--- src/rtl/elm_neuron_mac.sv ---
// Hidden-layer neuron MAC: streams inputs against a 1-cycle weight memory, accumulates, adds bias, saturates out.
// Optional build macro ACC_SAT_EN: accumulator saturates on signed overflow instead of wrapping.
module elm_neuron_mac #(
    parameter int numWeight    = 784,
    parameter int addressWidth = 10,
    parameter int dataWidth    = 16,
    parameter int fracBits     = 8,
    parameter int layerNo      = 1,
    parameter int neuronNo     = 0
) (
    input  logic                    clk,
    input  logic                    rst_n,
    input  logic [dataWidth-1:0]    myinput,
    input  logic                    myinputValid,
    input  logic [dataWidth-1:0]    bias,
    output logic                    ren,
    output logic [addressWidth:0]   raddr,
    input  logic [dataWidth-1:0]    wout,
    output logic [dataWidth-1:0]    out,
    output logic                    outvalid,
    output logic                    busy
);

    localparam int RW = addressWidth + 1;
    localparam int PW = 2 * dataWidth;
    localparam int AW = 2 * dataWidth + 8;
    localparam int SW = AW + 1;
    localparam logic [RW-1:0] LAST_IDX = RW'(numWeight - 1);
    localparam logic signed [SW-1:0] OUT_MAX = {{(SW-dataWidth+1){1'b0}}, {(dataWidth-1){1'b1}}};
    localparam logic signed [SW-1:0] OUT_MIN = {{(SW-dataWidth+1){1'b1}}, {(dataWidth-1){1'b0}}};

    if (numWeight < 1 || numWeight > 2**RW || layerNo < 0 || neuronNo < 0) begin : g_param_check
        $error("elm_neuron_mac: illegal parameter set");
    end

    typedef enum logic [1:0] {IDLE, ACC, BIAS, OUT} state_t;

    state_t                 state_q, state_d;
    logic [RW-1:0]          wcnt;
    logic signed [dataWidth-1:0] in_d;
    logic                   v1, last1, first1;
    logic                   v2, last2, first2;
    logic signed [PW-1:0]   mul;
    logic signed [AW-1:0]   acc, acc_nxt, acc_sum, mul_ext;
    logic signed [SW-1:0]   bias_ext, sum, shifted;
    logic [dataWidth-1:0]   sat_val;
`ifdef ACC_SAT_EN
    logic signed [AW:0]     wide;
`endif

    assign ren   = myinputValid;
    assign raddr = wcnt;
    assign busy  = (state_q != IDLE) | v1 | v2 | outvalid;

    always_comb begin
        mul_ext = {{(AW-PW){mul[PW-1]}}, mul};
`ifdef ACC_SAT_EN
        wide = {acc[AW-1], acc} + {{(AW-PW+1){mul[PW-1]}}, mul};
        if (wide[AW] != wide[AW-1])
            acc_sum = wide[AW] ? {1'b1, {(AW-1){1'b0}}} : {1'b0, {(AW-1){1'b1}}};
        else
            acc_sum = wide[AW-1:0];
`else
        acc_sum = acc + mul_ext;
`endif
        acc_nxt = first2 ? mul_ext : acc_sum;
    end

    // Bias path reads acc before the next vector's first product reloads it, so the two overlap.
    always_comb begin
        bias_ext = {{(SW-dataWidth){bias[dataWidth-1]}}, bias};
        sum      = {acc[AW-1], acc} + (bias_ext <<< fracBits);
        shifted  = sum >>> fracBits;
        if (shifted > OUT_MAX)
            sat_val = OUT_MAX[dataWidth-1:0];
        else if (shifted < OUT_MIN)
            sat_val = OUT_MIN[dataWidth-1:0];
        else
            sat_val = shifted[dataWidth-1:0];
    end

    always_ff @(posedge clk) begin
        if (!rst_n) begin
            wcnt     <= '0;
            in_d     <= '0;
            v1       <= 1'b0;
            last1    <= 1'b0;
            first1   <= 1'b0;
            v2       <= 1'b0;
            last2    <= 1'b0;
            first2   <= 1'b0;
            mul      <= '0;
            acc      <= '0;
            out      <= '0;
            outvalid <= 1'b0;
        end else begin
            v1 <= myinputValid;
            if (myinputValid) begin
                in_d   <= myinput;
                last1  <= (wcnt == LAST_IDX);
                first1 <= (wcnt == '0);
                wcnt   <= (wcnt == LAST_IDX) ? '0 : wcnt + 1'b1;
            end
            v2     <= v1;
            last2  <= last1;
            first2 <= first1;
            if (v1)
                mul <= in_d * $signed(wout);
            if (v2)
                acc <= acc_nxt;
            outvalid <= (state_q == BIAS);
            if (state_q == BIAS)
                out <= sat_val;
        end
    end

    always_ff @(posedge clk) begin
        if (!rst_n)
            state_q <= IDLE;
        else
            state_q <= state_d;
    end

    // A completed vector forces BIAS from any state, so single-element back-to-back vectors still drain.
    always_comb begin
        state_d = state_q;
        if (v2 && last2) begin
            state_d = BIAS;
        end else begin
            unique case (state_q)
                IDLE: if (myinputValid) state_d = ACC;
                ACC:  state_d = ACC;
                BIAS: state_d = OUT;
                OUT:  state_d = (myinputValid | v1 | v2 | (wcnt != '0)) ? ACC : IDLE;
                default: state_d = IDLE;
            endcase
        end
    end

endmodule

--- config.mk ---
export PLATFORM = sky130hd
export DESIGN_NAME = elm_neuron_mac
export DESIGN_NICKNAME = d
export VERILOG_FILES = /design/src/rtl/elm_neuron_mac.sv
export SDC_FILE = /design/constraint.sdc
export NUM_CORES = 1
export LEC_CHECK = 0
export CAP_MARGIN = 20
export CORE_UTILIZATION = 25
export DETAILED_ROUTE_END_ITERATION = 10
export GPL_TIMING_DRIVEN = 0
export PLACE_DENSITY_LB_ADDON = 0.05
export SLEW_MARGIN = 20
export SYNTH_ARGS = -nofsm -noshare
export SYNTH_HDL_FRONTEND = slang
export SYNTH_SLANG_ARGS = --single-unit
--- constraint.sdc ---
create_clock -name clk -period 12.9 [get_ports clk]
set_input_delay 1.29 -clock clk [delete_from_list [all_inputs] [get_ports clk]]
set_output_delay 1.29 -clock clk [all_outputs]
set_load 0.02 [all_outputs]
# Word level (Yosys, flattened, before mapping)
# Index checks and enable logic that the tools add are counted.
classes:
  add_sub_neg: 3
  mul: 1
  order_cmp: 2
  n_eq_ne: 6
  muxes: 8
  bitwise: 7
  reduce_logical: 6
ops:
  columns: ["cell", "count"]
  rows:
  - ["adder 40 x 24 -> 41 bit", 1]
  - ["adder 40 x 32 -> 40 bit", 1]
  - ["two-way mux 40 bit", 1]
  - ["> comparator 33 x 16 -> 1 bit, second input constant", 1]
  - ["< comparator 33 x 16 -> 1 bit, second input constant", 1]
  - ["multiplier 16 x 16 -> 32 bit", 1]
  - ["two-way mux 16 bit", 2]
  - ["adder 11 x 1 -> 11 bit, second input constant", 1]
  - ["== test 11 x 10 -> 1 bit, second input constant", 1]
  - ["logical NOT 11 bit", 1]
  - ["two-way mux 11 bit", 1]
  - ["nonzero test 11 bit", 1]
  - ["one-hot mux 2 bit (4 select lines)", 1]
  - ["bitwise OR 1 bit", 6]
  - ["== test 2 bit, second input constant", 2]
  - ["two-way mux 2 bit", 2]
  - ["!= test 3 bit, second input constant", 1]
  - ["== test 2 x 1 -> 1 bit, second input constant", 1]
  - ["logical NOT 2 bit", 1]
  - ["!= test 2 bit, second input constant", 1]
  - ["nonzero test 2 bit", 1]
  - ["OR reduction 2 bit", 1]
  - ["logical AND 1 bit", 1]
  - ["two-way mux 1 bit", 1]
  - ["inverter 1 bit", 1]
totals:
  regBits: 124
  inputBits: 51
  out_inout_bits: 30
  wordCells: 47

# Longest topological paths before layout
# Gate-level depths: netlist (run 1).
logic_depth:
  word_depth: 6
  depth_mapped: 26
  mapped_depth_nobuf: 25

# Least setup slack after synthesis (run 1)
# No wires, ideal clock.
synth_path:
  path_type: "input-to-reg"
  start: "input port wout[1]"
  end: "register mul[28]"
  setup_ps: 128
  arrival_ps: 7272
  setup_slack_ps: 5500
  path_stages: 22
  n_path_buf: 1
  path_cell_list: "clkbuf_1 -> nand2_1 -> inv_1 -> fa_1 -> inv_1 -> fa_1 -> inv_1 -> fa_1 -> fa_1 -> fa_1 -> fa_1 -> ha_1 -> a21o_1 -> a21oi_1 -> or3b_2 -> a211o_1 -> a31oi_1 -> o21ai_0 -> a211oi_1 -> xnor2_1 -> mux2i_1 -> nor2_1"
synth_via:
  elab_chain_len: 1
synth_rtl:
  columns: ["item", "line_no", "text"]
  rows:
  - ["start, declared", "18", "input logic [dataWidth-1:0] wout,"]
  - ["multiplier 16 x 16 -> 32 bit", "108", "mul <= in_d * $signed(wout);"]
  - ["end signal, assigned", "108", null]
  - ["end, declared", "43", "logic signed [PW-1:0] mul;"]
# No other way between the ends.
# A chain may end at the register's enable or synchronous reset.

# Final worst setup path (run 1)
layout_path:
  start: "input port wout[9]"
  end: "register mul[28]"
# Same word-level chain as after synthesis.

==> flow_metrics.tcl, run 1 <==
set metrics [dict create \
    status "finished clean" \
    cts_buffers 17 \
    finalHoldViolations 0 \
    async_flop_share_pct 0 \
    htree_num_levels 4 \
    ys_types 76 \
    post_cts_buffers 0 \
    cp_max_fo 10 \
    fmax_mhz 114 \
    synth_top_area_cell "fa_1" \
    dp_hpwl_mm 50.6 \
    seq_area_frac_synth_pct 13.5 \
    vias 14900 \
    initial_core_util_pct 25.5 \
    gp_congestion 0.819 \
    ir_drop_v 0.0000927 \
    overflow 0 \
    cp-end-kind "flip-flop" \
    grt_use_total_pct 16.8 \
    crit_arrival_ns 9.14 \
    cts_tree "yes" \
    core-area_um2 72100 \
    setup_viol 0 \
    leakage_nw 9.68 \
    cts.hold.buffers_added 0 \
    finalCriticalPeriod_ns 8.81 \
    path_clk_slew_ns 0.07 \
    critPathKind "in -> reg" \
    required_ns 13.23 \
    nets 2745 \
    maxSlewHeadroom_pct 29.6 \
    synth_edf_count 0 \
    grt_pass1_vias 15800 \
    start_kind "input port" \
    clk_path_buf_depth 2 \
    port_buffers 79 \
    synthTopCellsByCount "inv_1, fa_1, nand2_1" \
    ant_nets 0 \
    tightestPinTransition_ns 1.06 \
    die_h_um 273 \
    placed_cell_area_um2 20300 \
    timing.final.max_slew_violations 0 \
    synth_top_cell_area_share_pct 28.8 \
    ios 81 \
    syn_area_um2 18400 \
    grt_pass1_wl_mm 94.9 \
    postCtsResizedCells 0 \
    hold_slack_ns 0.455 \
    synth.avg_cell_area_um2 8.43 \
    die_w_um 273 \
    drt-wirelength-per-cell_um 18.7 \
    antennaDiodeCount 0 \
    area_growth_pct 13.9 \
    synthTopCellsByArea "fa_1, dfxtp_1, ha_1" \
    tns_ns 0 \
    cts-root-buf "clkbuf_16" \
    power_density_nw_per_um2 138 \
    yosysMostFrequentCell "inv_1" \
    synthCells 2177 \
    drc 0 \
    die_area_um2 74500 \
    final_cell_area_um2 20900 \
    drt_iter0_markers 604 \
    final.period_utilization_pct 68.3 \
    rsz0062_at_grt "no" \
    rows 98 \
    yosysWarningCount 0 \
    synth_nets 2647 \
    fin_skew_ns 0.0174 \
    hold_path_class "reg -> reg" \
    numClockSinks 124 \
    clk_latency_ns 0.48 \
    dominantRegCellSynth "dfxtp_1" \
    maxCapViolations 0 \
    drive_above_1_share_pct 2.80 \
    grt_start_max_net_pins 18 \
    vias_per_cell 4.60 \
    antenna_found_initial 0 \
    firstDrtPassIters 5 \
    routed_wl_mm 60.4 \
    synth.ff_latch_count 124 \
]
logic make-up (layout without fill, tap and decap cells):
kind of cell	after synthesis	in the layout	share of synthesized area (%)
mux	49	49	2.69
simple gates	639	639	16.7
fa+ha+maj	419	419	39.4
buf+inv	434	545	8.98
flops	124	124	13.5
compound gates	415	415	14.1
xor+xnor	97	97	4.63
metrics by stage:
step | power [mW] | setup slack (ns) | util (%) | instances
after floorplan | 1.88 | 5.50 | - | 2177
after global placement | 2.44 | 3.50 | 28.2 | 3206
after detailed placement | 2.43 | 3.53 | 28.2 | 3206
after CTS | 2.95 | 4.05 | 29.0 | 3238
after global routing | 3.21 | 3.73 | 29.0 | 3238
final | 2.89 | 4.09 | 29.0 | 3238
power breakdown:
part	internal (mW)	switching (mW)	total, mW
sequential	0.415	0.0432	0.458
clock	0.273	0.225	0.498
combinational	0.804	1.13	1.93
flip-flops by register name, summed over array words and instances (netlist names):
| name | count |
|---|---|
| in_d | 16 |
| first1 | 1 |
| last2 | 1 |
| acc | 40 |
| outvalid | 1 |
| last1 | 1 |
| raddr | 11 |
| first2 | 1 |
| v2 | 1 |
| mul | 32 |
| state_q | 2 |
| v1 | 1 |
| out | 16 |
layout by cell type (no fill, tap or decap), types with 20 or more instances in the layout:
cell and count:
and2_1 126, a21o_1 40, nor3_1 20, fa_1 264
nor2_1 159, mux2i_1 46, inv_1 346, xnor2_1 64
clkdlybuf4s50_1 79, dfxtp_1 124, o21ai_0 110, clkbuf_1 72
ha_1 155, nand3_1 35, a21oi_1 127, xor2_1 33
nand2_1 210
worst max-delay path: stages:
cell             delay [ns]
clkdlybuf4s50_1        0.84
clkbuf_1               0.52
nand2_1                0.16
fa_1                   0.60
inv_1                  0.06
fa_1                   0.50
inv_1                  0.05
fa_1                   0.47
inv_1                  0.06
fa_1                   0.48
fa_1                   0.53
inv_1                  0.05
fa_1                   0.61
inv_1                  0.06
ha_1                   0.35
a21o_1                 0.19
a21o_1                 0.23
or3b_2                 0.48
a211o_1                0.27
a31oi_1                0.39
o21ai_0                0.26
a211oi_1               0.36
xnor2_1                0.12
mux2i_1                0.15
nor2_1                 0.05
layer usage:
metal  track usage (%)  part of all wire [%]
met5                 0                     0
met4              4.40                   1.8
met3              2.12                   2.5
met2              27.8                    46
met1              23.0                    50
worst paths after layout:
| check | start | end | slack (ns) | cells past startpoint |
|---|---|---|---|---|
| min | last1 | last2 | 0.45 | 1 |
| min reg2reg | last1 | last2 | 0.45 | 1 |
| max reg2reg | in_d[12] | mul[28] | 5.10 | 22 |
| max | wout[9] | mul[28] | 4.09 | 25 |
layout make-up:
cell class / count / area, um2
Clock buffer: 18 / 439
Fill cell: 7848 / 51200
Timing Repair Buffer: 79 / 791
Clock inverter: 14 / 136
Buffer: 88 / 349
Multi-Input combinational cell: 1619 / 14200
Inverter: 346 / 1300
Sequential cell: 124 / 2480
Tap cell: 950 / 1190
Note: power is estimated with default switching activity, not from simulation.
==> inputs of run 2 (changes only) <==
==> constraint.sdc (replaced) <==
create_clock -name clk -period 7.8 [get_ports clk]
set_input_delay 0.78 -clock clk [delete_from_list [all_inputs] [get_ports clk]]
set_output_delay 0.78 -clock clk [all_outputs]
set_load 0.02 [all_outputs]
==> run 2 against run 1 <==
Clock power grew 65%; routed wire length about the same; clock-buffer cell count did not move; via count about the same; setup slack worse by 3.8 ns; power increased by 67%; utilization up 0.068 points; die area unchanged; combinational power up 68%; hold slack better by 0.00074 ns.
==> flow_metrics.tcl, run 2 (same netlist as run 1, synthesis figures left out) <==
set metrics [dict create \
    status "finished clean" \
    initial_core_util_pct 25.5 \
    pwr-share-comb_pct 67.2 \
    power_frac_clock_pct 17.1 \
    p_switching_mw 2.34 \
    grt_pass1_vias 15800 \
    rows 98 \
    power.total_mw 4.83 \
    seqPwrFrac_pct 15.7 \
    leakage_nw 9.75 \
    cts_tree "yes" \
    critPathKind "in -> reg" \
    maxCapViolations 0 \
    drt_iter0_markers 661 \
    grt_pass1_wl_mm 94.8 \
    area_growth_pct 14.2 \
    vias_per_cell 4.60 \
    post_cts_buffers 0 \
    largest_reg_flops 40 \
    finalCriticalPeriod_ns 7.55 \
    cts_buffers 17 \
    internal_power_mw 2.49 \
    switching_share_pct 48.5 \
    fin_skew_ns 0.0197 \
    htree_num_levels 4 \
    drt-wirelength-per-cell_um 18.7 \
    crit_arrival_ns 7.89 \
    ir_drop_v 0.000154 \
    grt_start_max_net_pins 18 \
    top_register "acc" \
    clk_path_buf_depth 2 \
    layout_common_cells "inv_1, fa_1, nand2_1" \
    cp-end-kind "flip-flop" \
    tightestPinTransition_ns 1.04 \
    grt_use_total_pct 16.8 \
    port_buffers 79 \
    numClockSinks 124 \
    setup_viol 0 \
    drc 0 \
    gp_congestion 0.819 \
    cp_max_fo 10 \
    maxSlewHeadroom_pct 30.6 \
    vias 14900 \
    dp.cells 3206 \
    die_h_um 273 \
    drive_above_1_share_pct 3.54 \
    post_layout_nonfiller_instances 3237 \
    required_ns 8.14 \
    antennaDiodeCount 0 \
    routed_wl_mm 60.4 \
    hold_path_class "reg -> reg" \
    clk_latency_ns 0.48 \
    timing.final.max_slew_violations 0 \
    rsz0062_at_grt "yes" \
    nets 2744 \
    overflow 0 \
    antenna_found_initial 1 \
    layout_commonest_cell "inv_1" \
    firstDrtPassIters 5 \
    ant_nets 0 \
    min_path_cells 1 \
    die_area_um2 74500 \
    power_density_nw_per_um2 230 \
    dp_hpwl_mm 50.6 \
    fmax_mhz 132 \
    cts-root-buf "clkbuf_16" \
    path_clk_slew_ns 0.07 \
    start_kind "input port" \
    final.period_utilization_pct 96.9 \
    finalHoldViolations 0 \
    r2r_cells 22 \
    die_w_um 273 \
    ios 81 \
    core-area_um2 72100 \
    top_regs "acc: 40 flops, mul: 32 flops" \
]
## run 2: cell types whose count changed in the layout (fill, tap and decap cells not counted), sizes merged
cell,delta
clkbuf,-3
dlymetal6s2s,+2
clkdlybuf4s50,-5
dlygate4sd2,+3
buf,+2
## run 2: through the flow
step	setup TNS (ns)	setup slack, ns	area, um2	hold slack (ns)	utilization (%)
after floorplan	0	0.910	18400	0.430	-
after global placement	-5.05	-1.09	20300	0.441	28.2
after detailed placement	-4.79	-1.06	20300	0.448	28.2
after CTS	0	0.0640	20900	0.460	29.0
after global routing	-0.00488	-0.00488	21000	0.475	29.1
final	0	0.245	21000	0.455	29.1
## run 2: worst paths after layout
path                 start  slack, ns       to
setup / recovery  wout[14]       0.25  mul[28]
hold / removal       last1       0.46    last2
setup reg to reg  in_d[12]       0.32  mul[28]
hold reg to reg      last1       0.46    last2
## run 2: per-layer routing
metal	track usage, %	vias to the layer above	routed length, um
met5	0	-	0
met4	4.43	0	1040
met3	2.24	44	1670
met2	27.8	204	27700
met1	22.9	7374	30000
li1	-	7281	-
## run 2: repair_timing
| action | CTS | global route |
|---|---|---|
| setup endpoints to repair | 5 | 4 |
| gates resized for setup | 18 | 16 |
| cloned | 0 | 0 |
| hold buffers | 0 | 0 |
## run 2: power by group through the flow
stage                     logic [mW]  clock network (mW)  registers, mW
after floorplan                 2.38                   0          0.735
after global placement          3.26                   0          0.773
after detailed placement        3.24                   0          0.773
after CTS                       3.28               0.860          0.759
after global routing            3.71               0.885          0.767
final                           3.24               0.824          0.758
## run 2: area by class of cell
type	count	area, um2
Buffer	87	370
Fill cell	7840	51100
Clock buffer	18	439
Inverter	346	1300
Multi-Input combinational cell	1619	14200
Clock inverter	14	136
Timing Repair Buffer	79	792
Sequential cell	124	2480
Tap cell	950	1190
## run 2: critical path: stages
cell	delay, ns
clkdlybuf4s50_1	0.67
clkbuf_2	0.32
nand2_1	0.13
fa_1	0.55
fa_1	0.54
inv_1	0.05
fa_1	0.51
fa_1	0.52
fa_1	0.55
inv_1	0.05
fa_1	0.63
inv_1	0.07
ha_1	0.35
a21o_1	0.19
a21o_1	0.23
or3b_2	0.48
a211o_1	0.29
a31oi_4	0.24
o21ai_1	0.16
a211oi_2	0.26
xnor2_1	0.11
mux2i_1	0.14
nor2_1	0.05
